## config.mk

```make
export PLATFORM = sky130hd
export DESIGN_NAME = game_flow_ctrl
export DESIGN_NICKNAME = d
export VERILOG_FILES = /design/src/rtl/game_flow_ctrl.sv
export SDC_FILE = /design/constraint.sdc
export NUM_CORES = 1
export LEC_CHECK = 0
export ABC_AREA = 1
export CORE_MARGIN = 5
export CORE_UTILIZATION = 30
export DETAILED_ROUTE_END_ITERATION = 12
export PLACE_DENSITY = 0.46
export REMOVE_ABC_BUFFERS = 1
export SLEW_MARGIN = 25
export SYNTH_ARGS = -nofsm -noshare
export SYNTH_HDL_FRONTEND = slang
export SYNTH_SLANG_ARGS = --single-unit
```

## constraint.sdc

```tcl
create_clock -name clk -period 4.8 [get_ports clk]
set_input_delay 0.48 -clock clk [delete_from_list [all_inputs] [get_ports clk]]
set_output_delay 0.48 -clock clk [all_outputs]
set_load 0.005 [all_outputs]
```

## src/rtl/game_flow_ctrl.sv

```systemverilog
// game_flow_ctrl: button conditioning plus idle/ready/play/pause/over game sequencer.
// Optional feature macro AUTO_RESTART_EN: leave OVER for READY automatically once the hold time expires.
// Latency: raw button edge to press pulse 2+DB_CYCLES clocks; FSM outputs registered one clock after the press.
module game_flow_ctrl #(
    parameter int DB_CYCLES   = 250000,
    parameter int OVER_FRAMES = 120,
    parameter int CNT_W       = 16
) (
    input  logic             clk,
    input  logic             rst,
    input  logic             frame_tick,
    input  logic             pushin,
    input  logic             began,
    input  logic             paus,
    input  logic             quit,
    input  logic [2:0]       choice,
    input  logic             collision,
    output logic [2:0]       state,
    output logic             step,
    output logic             flap,
    output logic             clear,
    output logic [2:0]       level,
    output logic [CNT_W-1:0] play_frames
);

    localparam int DB_W   = (DB_CYCLES > 1) ? $clog2(DB_CYCLES) : 1;
    localparam int HOLD_W = $clog2(OVER_FRAMES + 1);
    localparam logic [DB_W-1:0]   DB_LAST  = DB_W'(DB_CYCLES - 1);
    localparam logic [HOLD_W-1:0] HOLD_MAX = HOLD_W'(OVER_FRAMES);

    typedef enum logic [2:0] {
        IDLE  = 3'd0,
        READY = 3'd1,
        PLAY  = 3'd2,
        PAUSE = 3'd3,
        OVER  = 3'd4
    } st_t;

    st_t cur;

    // Button bits: 0=pushin 1=began 2=paus 3=quit
    logic [3:0]      btn_raw;
    logic [3:0]      sync1;
    logic [3:0]      sync2;
    logic [3:0]      deb;
    logic [3:0]      deb_q;
    logic [3:0]      press;
    logic [DB_W-1:0] db_cnt [4];
    logic [2:0]      choice_s1;
    logic [2:0]      choice_s2;
    logic [HOLD_W-1:0] hold;

    assign btn_raw = {quit, paus, began, pushin};
    assign press   = deb & ~deb_q;
    assign state   = cur;

    // Synchronize and debounce all buttons; choice only gets the synchronizer.
    always_ff @(posedge clk or posedge rst) begin
        if (rst) begin
            sync1     <= '0;
            sync2     <= '0;
            deb       <= '0;
            deb_q     <= '0;
            choice_s1 <= '0;
            choice_s2 <= '0;
            for (int i = 0; i < 4; i++) db_cnt[i] <= '0;
        end else begin
            sync1     <= btn_raw;
            sync2     <= sync1;
            deb_q     <= deb;
            choice_s1 <= choice;
            choice_s2 <= choice_s1;
            for (int i = 0; i < 4; i++) begin
                if (sync2[i] == deb[i]) begin
                    db_cnt[i] <= '0;
                end else if (db_cnt[i] == DB_LAST) begin
                    db_cnt[i] <= '0;
                    deb[i]    <= sync2[i];
                end else begin
                    db_cnt[i] <= db_cnt[i] + DB_W'(1);
                end
            end
        end
    end

    // Game state machine with registered pulse outputs and frame counter.
    always_ff @(posedge clk or posedge rst) begin
        if (rst) begin
            cur         <= IDLE;
            step        <= 1'b0;
            flap        <= 1'b0;
            clear       <= 1'b0;
            level       <= '0;
            play_frames <= '0;
            hold        <= '0;
        end else begin
            step  <= 1'b0;
            flap  <= 1'b0;
            clear <= 1'b0;
            case (cur)
                IDLE: begin
                    if (press[1]) begin
                        cur         <= READY;
                        level       <= choice_s2;
                        clear       <= 1'b1;
                        play_frames <= '0;
                    end
                end
                READY: begin
                    if (press[3]) begin
                        cur <= IDLE;
                    end else if (press[0]) begin
                        cur  <= PLAY;
                        flap <= 1'b1;
                    end
                end
                PLAY: begin
                    if (press[3]) begin
                        cur <= IDLE;
                    end else if (collision) begin
                        // The frame of the crash is not counted as survived.
                        cur  <= OVER;
                        hold <= '0;
                    end else begin
                        if (frame_tick) begin
                            step <= 1'b1;
                            if (play_frames != {CNT_W{1'b1}})
                                play_frames <= play_frames + CNT_W'(1);
                        end
                        if (press[2])
                            cur <= PAUSE;
                        else if (press[0])
                            flap <= 1'b1;
                    end
                end
                PAUSE: begin
                    if (press[3])
                        cur <= IDLE;
                    else if (press[2])
                        cur <= PLAY;
                end
                OVER: begin
                    if (press[3]) begin
                        cur <= IDLE;
                    end else begin
                        if (frame_tick && hold != HOLD_MAX)
                            hold <= hold + HOLD_W'(1);
`ifdef AUTO_RESTART_EN
                        if (hold == HOLD_MAX) begin
`else
                        if (hold == HOLD_MAX && press[1]) begin
`endif
                            cur         <= READY;
                            level       <= choice_s2;
                            clear       <= 1'b1;
                            play_frames <= '0;
                        end
                    end
                end
                default: cur <= IDLE;
            endcase
        end
    end

endmodule

```

# Word level (Yosys, flattened, before mapping)
# Cells that the tools add are included.
# word_totals
reg_bits	126
latchBits	0
mem_bits_rw	0
rom_bits	0
input_bits	11
output_inout_bits	25
word_cells	124
n_memories	0
# classes
add_sub_neg	6
multipliers	0
div	0
order_cmp	0
n_eq_ne	28
shift	0
n_mux	50
bitwise_logic	6
n_reduce_logical	14
# op_table
operator	count
2-to-1 mux 18 bit	8
2-to-1 mux 16 bit	7
adder 18 x 1 -> 18 bit (second input constant)	4
== test 18 bit (second input constant)	4
case mux 16 bit (3 select lines)	1
2-to-1 mux 3 bit	13
2-to-1 mux 7 bit	4
!= test 2 bit (second input constant)	9
adder 16 x 1 -> 16 bit (second input constant)	1
!= test 16 bit (second input constant)	1
case mux 3 bit (5 select lines)	1
case mux 7 bit (2 select lines)	1
2-to-1 mux 1 bit	12
AND reduction 5 bit	2
!= test 3 bit (second input constant)	3
AND reduction 2 bit	4
AND reduction 8 bit	1
adder 7 x 1 -> 7 bit (second input constant)	1
== test 7 bit (second input constant)	1
!= test 7 bit (second input constant)	1
== test 3 x 2 -> 1 bit (second input constant)	2
case mux 3 bit (2 select lines)	1
bitwise AND 4 bit	1
== test 1 bit	4
11 further kinds	17

# Depth between registers and ports, before layout
# Gate-level depths: netlist (run 1).
# depth
ltp_word	7
mapped_depth	12
depth_no_buf	11

# Worst setup path before layout (run 1)
# Ideal clock, no wire load.
# synth_timing
path_kind	reg2reg
from	reg play_frames[0]
to	reg play_frames[2]
setup_ns	0.117
arrival_time_ns	1.447
t_required_ns	4.683
setup_slack_ns	3.236
stages_incl_launch_ff	11
synth_period_minus_slack_ns	1.564
cell_sequence	dfrtp_1 > ha_1 > nand2_2 > nor2_4 > nand2_2 > nor2_4 > o21ai_2 > nand2_4 > buf_6 > nand2_1 > nand2_1
# synth_via
elab_chain_cells	6
elab_cells_between_ends	9
cone_classes	1 x add/sub; 2 x eq/ne; 5 x mux; 1 x reduce/logical
# synth_lines
element	line	text
start: declaration	23	output logic [CNT_W-1:0] play_frames
start signal: assignment	128	play_frames <= play_frames + CNT_W'(1);
adder 16 x 1 -> 16 bit	128	
2-to-1 mux 16 bit	127	if (play_frames != {CNT_W{1'b1}})
2-to-1 mux 16 bit	125	if (frame_tick) begin
2-to-1 mux 16 bit	120	end else if (collision) begin
2-to-1 mux 16 bit	118	if (press[3]) begin
case mux 16 bit (3 select lines)	100	case (cur)
# Several ways; a longest one is shown, not always the timed one. The select of a mux whose other input is x is not followed.
# A chain may end at the register's enable or synchronous reset.

# Worst setup path in the final report (run 1)
# layout_timing
from	reg play_frames[0]
to	reg play_frames[15]
# The elaborated chain is that of the path after synthesis.

==> run_results.csv, run 1 <==
group,metric,value,unit
floorplanning,ioPinCount,36,
placed_design,pre_cts_slack,2770,ps
yosys,mappedNetlistArea,0.00667,mm2
worst_setup_path,rr_worst_depth,9,
worst_setup_path,cpMaxStageDelayCell,"o21ai_2",
finish,synthToLayoutAreaGrowth,19.3,%
power_and_ir_drop,p_leak,3.51,nW
global_routing,track_usage,12.6,%
worst_setup_path,path_max_fanout,16,
clock_network,numCtsBuffers,17,
min_path,hp-class,"reg -> reg",
yosys,synth.area.top_cells,"dfrtp_1 47%, nand2_1 12%, nor2_1 9.7%",
yosys,syn-instance-count,886,
drt,via_per_inst,4.54,
clock_network,cts_resized,0,
timing,fin_ws,2780,ps
global_routing,grt_pass1_vias,5346,
yosys,netlist.area_leader.share,47.3,%
global_routing,antenna_found_initial,0,
clock_network,cts_tree,"done",
global_routing,grt_max_degree,75,
drt,drc_errors,0,
finish,num_antenna_cells,0,
timing,finalCritPeriodShare,42.1,%
timing,fin_skew,7.21,ps
clock_network,cts.sinks,126,
timing,relSlewSlack,53.7,%
floorplanning,die_x,159,um
placed_design,hpwlAfterDp,11300,um
drt,ant_nets,0,
yosys,synth.yosys.warnings,0,
worst_setup_path,cp-start-kind,"flop",
yosys,yosysMostFrequentCell,"nand2_1",
worst_setup_path,cpPeakStageDelay,480,ps
finish,nNetsFinal,953,
timing,worst_pin_slew,694,ps
run,maxCapViolations,0,
yosys,ys_async_sr_fraction,100,%
global_routing,gr-usage-met1,17.2,%
worst_setup_path,reg2reg_slack,2780,ps
clock_network,htree_levels,4,
floorplanning,die_h,159,um
yosys,synth_top_area_cell,"dfrtp_1",
global_routing,grtUsageMet2,20.0,%
floorplanning,rows,54,
yosys,synthFlopType,"dfrtp_1",
floorplanning,core,0.0219,mm2
timing,fmax,494,MHz
yosys,synth_cell_types,33,
drt,routed_wl,15600,um
drt,first_pass_iters,5,
global_routing,grt_overflow,0,
worst_setup_path,worstSetupEndpointType,"flop",
timing,hold_violations,0,
global_routing,use_met3,2.95,%
worst_setup_path,path_cells,"ha_1 -> nand2_2 -> nor2_4 -> nand2_2 -> nor2_4 -> o21ai_2 -> nand2_4 -> nand2_1 -> nand2_1",
min_path,hold_path_depth,0,
worst_setup_path,r2r_end,"play_frames[15]",
worst_setup_path,worstSetupPathType,"reg -> reg",
yosys,synth-seq-cells,126,
worst_setup_path,r2r_start,"play_frames[0]",
drt,wl_per_cell,12.7,um
clock_network,cts.path.max_buffers,2,
worst_setup_path,required,5100,ps
finish,num-fill-cells,2328,
clock_network,clk_pin_slew,50,ps
timing,period_needed,2020,ps
yosys,synth.avg_cell_area,7.53,um2
floorplanning,start_util,30.5,%
power_and_ir_drop,power.density,310,mW/mm2
placed_design,place.gp.congestion,0.825,
worst_setup_path,cpLargestDelayFamily,"simple AND/OR/NAND/NOR gates",
timing,tns,0,ps
timing,rsz0062_at_grt,"false",
min_path,holdPathEnd,"choice_s2[0]",
yosys,synth_edf_count,0,
clock_network,clock-root-buffer,"clkbuf_16",
min_path,min_from,"choice_s1[0]",
global_routing,grt_pass1_wl,26600,um
drt,drtIter0Drc,243,
worst_setup_path,critical_path_arrival,2330,ps
clock_network,clock_latency,420,ps
placed_design,io_buffers,35,
drt,vias,5576,
worst_setup_path,worst-path-buf-inv,0,
yosys,synth.cells.most_frequent,"215 x nand2_1, 172 x nor2_1, 126 x dfrtp_1",
floorplanning,die_area,0.0253,mm2
power_and_ir_drop,ir_drop,0.000205,V
timing,slew_violations,0,
clock_network,cts_setup_buffers,0,
global_routing,grt_busiest_layer,"met2",
outcome,status,"finished clean",
timing,setup_viol,0,
clock_network,ctsHoldBuffers,0,
yosys,ys_seq_area_share,47.3,%
finish,drive_gt1_share,6.22,%
## layout make-up
type                       instances  area (um2)  share of cell area [%]
inverter                         111         424                    5.33
clock buffer                      19         443                    5.57
timing repair buffer              37         365                    4.59
multi-input combinational        642        3050                    38.4
tap                              280         350                    4.40
clock inverter                    13         166                    2.09
sequential                       126        3150                    39.6
## state kept, by name, indices dropped and copies added (netlist names), 4 cells and up
name         flops
db_cnt          72
play_frames     16
hold             7
deb              4
deb_q            4
sync1            4
sync2            4
## worst max-delay path by stage
stage | from | end | slack [ps] | cells past startpoint
final | play_frames[0] | play_frames[15] | 2780 | 9
after global routing | state[2] | play_frames[9] | 2560 | 11
after CTS | play_frames[0] | play_frames[15] | 2780 | 9
after detailed placement | collision | play_frames[15] | 2770 | 11
after global placement | collision | play_frames[14] | 2810 | 11
after floorplan | rst | choice_s1[0] | 960 | 1
## cells by family after synthesis
group | share of synthesized area, %
simple gates | 36.2
compound gates | 3.79
xor+xnor | 4.46
fa+ha+maj | 1.31
flops | 47.3
buf+inv | 6.96
## power breakdown
part	total (mW)	internal [mW]	leakage (nW)	switching, mW
Combinational	0.0623	0.0192	1.52	0.0432
Sequential	1.09	1.08	1.70	0.0115
Clock	1.32	0.831	0.289	0.488
Total	2.47	1.93	3.51	0.542
## per-layer routing
| metal | share of wire (%) | wire [um] | vias up |
|---|---|---|---|
| li1 | - | - | 2924 |
| met1 | 49 | 7590 | 2554 |
| met2 | 46 | 7170 | 84 |
| met3 | 3.9 | 599 | 14 |
| met4 | 1.2 | 189 | 0 |
| met5 | 0 | 0 | - |
## cell usage in the layout (no fill, tap or decap), types with 2 or more instances in the layout
master / instances
nand2_1: 215
nor2_1: 172
dfrtp_1: 126
inv_1: 107
nand3_1: 62
nor3_1: 47
clkdlybuf4s50_1: 35
xor2_1: 30
nand4_1: 27
o21ai_0: 18
a21oi_1: 17
clkbuf_16: 17
ha_1: 7
nand2_2: 6
nand3b_1: 6
nor2_2: 5
nor3b_1: 5
clkinv_4: 5
clkinv_2: 4
o21bai_1: 4
xnor2_1: 4
nor2_4: 3
o21ai_1: 3
nand3_2: 3
bufinv_16: 3
clkinvlp_4: 3
o21ai_2: 2
buf_4: 2
## metrics by stage
stage / cell area (um2) / util [%] / hold slack, ps / power (mW) / instances
floorplan: 6630 / - / 331 / 1.14 / 879
global placement: 7350 / 33.6 / 331 / 1.17 / 1196
detailed placement: 7350 / 33.6 / 335 / 1.17 / 1196
CTS: 7960 / 36.3 / 347 / 2.52 / 1228
global route: 7960 / 36.3 / 351 / 2.57 / 1228
finish: 7960 / 36.3 / 345 / 2.47 / 1228
Power figures use the tool's default switching activity.
==> inputs of run 2 (changes only) <==
Settings changed: PLACE_DENSITY 0.46 to 0.47.
Clock period 4.8 ns to 1.8 ns, I/O delays scaled along.
==> run_results.csv, run 2 (synthesis gave the netlist of run 1 again) <==
group,metric,value,unit
timing,fin_skew,12.4,ps
worst_setup_path,rr_worst_depth,9,
placed_design,placed_area,0.00756,mm2
outcome,status,"finished clean",
worst_setup_path,path_max_fanout,8,
finish,largest_reg_flops,72,
placed_design,io_buffers,35,
drt,wl_per_cell,12.5,um
timing,fmax,610,MHz
timing,period_needed,1640,ps
power_and_ir_drop,p_sw_share,22.3,%
timing,relSlewSlack,70.2,%
floorplanning,start_util,30.5,%
worst_setup_path,critical_path_arrival,1940,ps
power_and_ir_drop,intPower,5.11,mW
worst_setup_path,required,2100,ps
min_path,hp-class,"in -> async",
placed_design,place.gp.congestion,0.818,
global_routing,grt_overflow,0,
clock_network,cts_tree,"done",
clock_network,cts.sinks,126,
finish,reg_top3,"db_cnt (72), play_frames (16), hold (7)",
global_routing,antenna_found_initial,0,
worst_setup_path,cpMaxStageDelayCell,"dfrtp_1",
clock_network,numCtsBuffers,17,
floorplanning,ioPinCount,36,
clock_network,ctsHoldBuffers,0,
power_and_ir_drop,power_frac_seq,44.1,%
global_routing,grt_max_degree,38,
finish,top_register,"db_cnt",
worst_setup_path,path_cells,"ha_1 -> nand2_2 -> nor2_4 -> nand2_2 -> nor2_4 -> o21ai_4 -> buf_4 -> nand3_1 -> nand2_1",
floorplanning,die_area,0.0253,mm2
worst_setup_path,r2r_start,"play_frames[1]",
placed_design,hpwlAfterDp,11700,um
floorplanning,core,0.0219,mm2
run,maxCapViolations,0,
clock_network,cts.path.max_buffers,2,
clock_network,clock-root-buffer,"clkbuf_16",
floorplanning,rows,54,
worst_setup_path,reg2reg_slack,160,ps
drt,via_per_inst,4.47,
clock_network,cts_setup_buffers,0,
worst_setup_path,worstSetupEndpointType,"flop",
worst_setup_path,cpPeakStageDelay,390,ps
finish,drive_gt1_share,9.17,%
drt,ant_nets,0,
power_and_ir_drop,ir_drop,0.000505,V
timing,slew_violations,0,
finish,synthToLayoutAreaGrowth,23.0,%
power_and_ir_drop,power.density,801,mW/mm2
power_and_ir_drop,p_leak,3.64,nW
finish,num_antenna_cells,0,
global_routing,track_usage,12.7,%
power_and_ir_drop,share_comb_of_total_power,2.9,%
timing,hold_violations,0,
floorplanning,die_x,159,um
worst_setup_path,r2r_end,"play_frames[12]",
finish,nNetsFinal,976,
power_and_ir_drop,switchingPower,1.47,mW
worst_setup_path,worstSetupPathType,"reg -> reg",
timing,worst_pin_slew,447,ps
clock_network,clock_latency,420,ps
power_and_ir_drop,power,6.58,mW
timing,setup_viol,0,
global_routing,grt_pass1_wl,26900,um
drt,routed_wl,15600,um
timing,finalCritPeriodShare,91.0,%
timing,rsz0062_at_grt,"false",
global_routing,grt_pass1_vias,5583,
floorplanning,die_h,159,um
worst_setup_path,cp-start-kind,"flop",
drt,vias,5590,
power_and_ir_drop,clkPwrFrac,52.9,%
finish,most-common-layout-cells,"214 x nand2_1, 167 x nor2_1, 126 x dfrtp_1",
finish,utilization,37.5,%
drt,first_pass_iters,4,
worst_setup_path,cpLargestDelayFamily,"simple AND/OR/NAND/NOR gates",
drt,drc_errors,0,
drt,drtIter0Drc,296,
finish,design_area,0.00820,mm2
clock_network,clk_pin_slew,60,ps
clock_network,htree_levels,4,
finish,layout_commonest_cell,"nand2_1",
worst_setup_path,worst-path-buf-inv,1,
-- run 2: cell count changes in the layout (fill, tap and decap cells not counted), sizes merged --
cell	before	now
buf	2	25
inv	109	111
clkbuf	19	21
bufinv	3	2
clkinv	9	8
clkinvlp	3	1
-- run 2: worst max path at each step --
stage,end,cells after the start,from,slack (ps)
final,play_frames[12],9,play_frames[1],160
after global routing,play_frames[10],11,hold[0],4
after CTS,play_frames[10],11,hold[0],50
after detailed placement,play_frames[9],11,hold[0],60
after global placement,db_cnt[68],10,db_cnt[54],50
after floorplan,choice_s1[0],1,rst,-1740
-- run 2: per-stage QoR --
step / hold WS, ps / worst slack (ps) / cells / setup TNS, ps
CTS: 136 / 46.0 / 1251 / 0
global placement: 333 / 47.3 / 1219 / 0
detailed placement: 336 / 62.2 / 1219 / 0
global route: 155 / 4.17 / 1251 / 0
finish: 137 / 161 / 1251 / 0
floorplan: 211 / -1740 / 879 / -218730
-- run 2: layout make-up --
type                    instances  area [um2]
clock buffers                  21         470
multi-input cells             642        3100
clock inverters                11         134
fillers                      2330       13700
repair buffers                 60         576
flip-flops and latches        126        3150
inverters                     111         425
well taps                     280         350
-- run 2: worst register-to-register path: cells and delay by family, from the launching register on --
family,cells,cell delay [ps]
AOI/OAI and AO/OA,1,90
adders and majority gates,1,220
buffers and inverters,1,180
DFF,1,390
and+or+nand+nor,6,630
-- run 2: per-layer routing --
layer | part of all wire, % | vias to the layer above | track usage [%]
li1 | - | 2966 | -
met1 | 49 | 2529 | 16.7
met2 | 46 | 80 | 20.9
met3 | 3.2 | 15 | 2.93
met4 | 1.4 | 0 | 4.23
met5 | 0 | - | 0
-- run 2: power by group through the flow --
| stage | Sequential (mW) | Combinational (mW) | Clock (mW) |
|---|---|---|---|
| 6_report | 2.90 | 0.193 | 3.48 |
| 5_1_grt | 2.90 | 0.225 | 3.73 |
| 4_1_cts | 2.90 | 0.201 | 3.60 |
| 3_5_place_dp | 2.95 | 0.200 | 0 |
| 3_3_place_gp | 2.95 | 0.201 | 0 |
| 2_1_floorplan | 2.94 | 0.107 | 0 |
-- run 2: what timing repair did --
| action | CTS | global route |
|---|---|---|
| endpoints found under the hold margin | 0 | 0 |
| resized for setup | 0 | 12 |
| endpoints found under the setup margin | 0 | 39 |
==> inputs of run 3 (changes only) <==
Settings changed: ABC_AREA 1 to unset, CORE_MARGIN 5 to 3, PLACE_DENSITY 0.47 to 0.48.
==> run_results.csv, run 3 <==
group,metric,value,unit
worst_setup_path,required,2150,ps
power_and_ir_drop,clkPwrFrac,54.3,%
finish,final-seq-area,0.00316,mm2
drt,met3_length,518,um
worst_setup_path,cpMaxStageDelayCell,"dfrtp_2",
global_routing,grt_pass1_vias,4663,
worst_setup_path,path_max_fanout,5,
drt,first_pass_iters,4,
floorplanning,start_util,31.2,%
yosys,synth.avg_cell_area,9.93,um2
global_routing,grt_max_degree,54,
timing,worst_pin_slew,380,ps
worst_setup_path,reg2reg_slack,10,ps
min_path,hp-class,"in -> reg",
drt,via_per_inst,4.76,
drt,route.met2.wl,6400,um
timing,relSlewSlack,74.7,%
clock_network,cts.path.max_buffers,2,
yosys,synth_top_area_cell,"dfrtp_1",
yosys,synth.yosys.warnings,0,
timing,slew_violations,0,
floorplanning,core,0.0191,mm2
clock_network,ctsHoldBuffers,0,
power_and_ir_drop,ir_drop,0.000568,V
worst_setup_path,cpLargestDelayFamily,"simple AND/OR/NAND/NOR gates",
global_routing,track_usage,12.7,%
yosys,yosysMostFrequentCell,"dfrtp_1",
floorplanning,ioPinCount,36,
timing,finalCritPeriodShare,99.2,%
worst_setup_path,cpPeakStageDelay,440,ps
placed_design,io_buffers,35,
yosys,synth.area.top_cells,"dfrtp_1 53%, nor2_1 7.1%, xnor2_1 6.6%",
worst_setup_path,path_cells,"nor3b_4 -> o311ai_2 -> a21o_1 -> buf_4 -> or3_2 -> nand2_2",
clock_network,cts_tree,"done",
drt,wl_met1,6280,um
finish,num_antenna_cells,0,
clock_network,clk_pin_slew,60,ps
floorplanning,die_h,147,um
clock_network,clock_latency,420,ps
drt,drc_errors,0,
global_routing,antenna_found_initial,0,
worst_setup_path,worst-path-buf-inv,1,
yosys,syn-instance-count,600,
worst_setup_path,cp-start-kind,"flop",
drt,drtIter0Drc,180,
floorplanning,rows,50,
placed_design,place.gp.congestion,0.776,
finish,largest_reg_flops,72,
drt,ant_nets,0,
finish,num-fill-cells,1806,
finish,reg_top3,"db_cnt (72), play_frames (16), hold (7)",
drt,routed_wl,13400,um
power_and_ir_drop,p_sw_share,21.2,%
run,maxCapViolations,0,
floorplanning,die_x,147,um
finish,layout_commonest_cell,"dfrtp_1",
power_and_ir_drop,share_comb_of_total_power,3.0,%
clock_network,clock-root-buffer,"clkbuf_16",
finish,most-common-layout-cells,"122 x dfrtp_1, 110 x nor2_1, 68 x buf_4",
floorplanning,die_area,0.0216,mm2
timing,hold_violations,0,
placed_design,placed_area,0.00711,mm2
yosys,netlist.area_leader.share,52.9,%
finish,nNetsFinal,728,
finish,layout.cells.non_filler,983,
finish,multiInputGateArea,0.00279,mm2
power_and_ir_drop,power_frac_seq,42.7,%
yosys,synthFlopType,"dfrtp_1",
finish,synthToLayoutAreaGrowth,34.3,%
finish,top_register,"db_cnt",
worst_setup_path,worstSetupPathType,"reg -> reg",
timing,setup_viol,0,
timing,rsz0062_at_grt,"true",
yosys,mappedNetlistArea,0.00596,mm2
yosys,synth.cells.most_frequent,"126 x dfrtp_1, 113 x nor2_1, 45 x xnor2_1",
global_routing,grt_pass1_wl,22500,um
yosys,synth-seq-cells,126,
worst_setup_path,worstSetupEndpointType,"flop",
drt,highest_layer,"met4",
global_routing,grt_overflow,0,
placed_design,dp.cells,942,
placed_design,hpwlAfterDp,9200,um
outcome,status,"finished clean",
power_and_ir_drop,p_leak,3.34,nW
yosys,synth_edf_count,0,
power_and_ir_drop,switchingPower,1.44,mW
clock_network,htree_levels,4,
finish,design_area,0.00801,mm2
timing,period_needed,1790,ps
clock_network,numCtsBuffers,17,
yosys,ys_seq_area_share,52.9,%
power_and_ir_drop,power.density,848,mW/mm2
worst_setup_path,critical_path_arrival,2140,ps
drt,wl_per_cell,13.6,um
drt,vias,4681,
timing,fmax,560,MHz
timing,fin_skew,7.11,ps
power_and_ir_drop,intPower,5.35,mW
yosys,ys_async_sr_fraction,100,%
clock_network,cts.sinks,126,
yosys,synth_cell_types,62,
finish,drive_gt1_share,23.0,%
## run 3: cell count changes after synthesis, moves of 8 or more
cell	change
nor3_1	-34
nand4_1	-9
a31oi_1	+18
xnor2_1	+41
nand3_1	-33
nor4_1	+10
nand2_1	-171
inv_1	-83
and3_1	+8
nor2_1	-59
xor2_1	-9
## run 3: what timing repair did
action,4_1_cts,5_1_grt
gates resized for setup,10,39
pin swaps,1,8
endpoints found under the setup margin,21,83
buffers inserted,0,9
endpoints found under the hold margin,0,0
## run 3: logic make-up after synthesis
| logic type | after synthesis | synth area share [%] |
|---|---|---|
| xor gates and xnor gates | 66 | 9.70 |
| muxes | 10 | 1.85 |
| buffers and inverters | 45 | 3.44 |
| DFF | 126 | 52.9 |
| adders and majority gates | 7 | 1.47 |
| and+or+nand+nor | 281 | 23.8 |
| AOI/OAI and AO/OA | 65 | 6.86 |
## run 3: cell type report
cell class	instances	share of cell area, %
tap	260	4.06
clock inverter	13	2.31
clock buffer	19	5.66
inverter	26	1.25
timing repair buffer	110	12.4
multi-input combinational	429	34.9
sequential	126	39.4
## run 3: path summary, 6_finish.rpt
kind / cells past startpoint / endpoint / start
max reg2reg: 6 / hold[0] / state[1]
max in group asynchronous: 3 / deb[1] / rst
min in group asynchronous: 3 / deb[0] / rst
min: 1 / sync1[1] / began
max: 6 / hold[0] / state[1]
min reg2reg: 0 / sync2[3] / sync1[3]
## run 3: power by group through the flow
stage | logic, mW | clock network (mW) | registers, mW
floorplan | 0.0991 | 0 | 2.94
global placement | 0.195 | 0 | 2.95
detailed placement | 0.197 | 0 | 2.95
CTS | 0.200 | 3.78 | 2.90
global route | 0.228 | 3.91 | 2.91
finish | 0.200 | 3.69 | 2.90
## run 3: routing by layer
layer  track usage, %  vias to the layer above
li1                 -                     2294
met1             16.2                     2281
met2             20.8                       88
met3             3.76                       18
met4             4.24                        0
met5                0                        -
## run 3: stage by stage
stage	utilization [%]	TNS, ps	hold WS, ps	power, mW	setup WS (ps)
floorplan	-	-233590	211	3.04	-1740
CTS	40.8	-10.2	179	6.88	-10.2
detailed placement	37.2	-2520	337	3.15	-316
global placement	37.2	-1750	332	3.14	-219
finish	42.0	0	200	6.79	14.0
global route	42.0	-237	174	7.04	-48.2
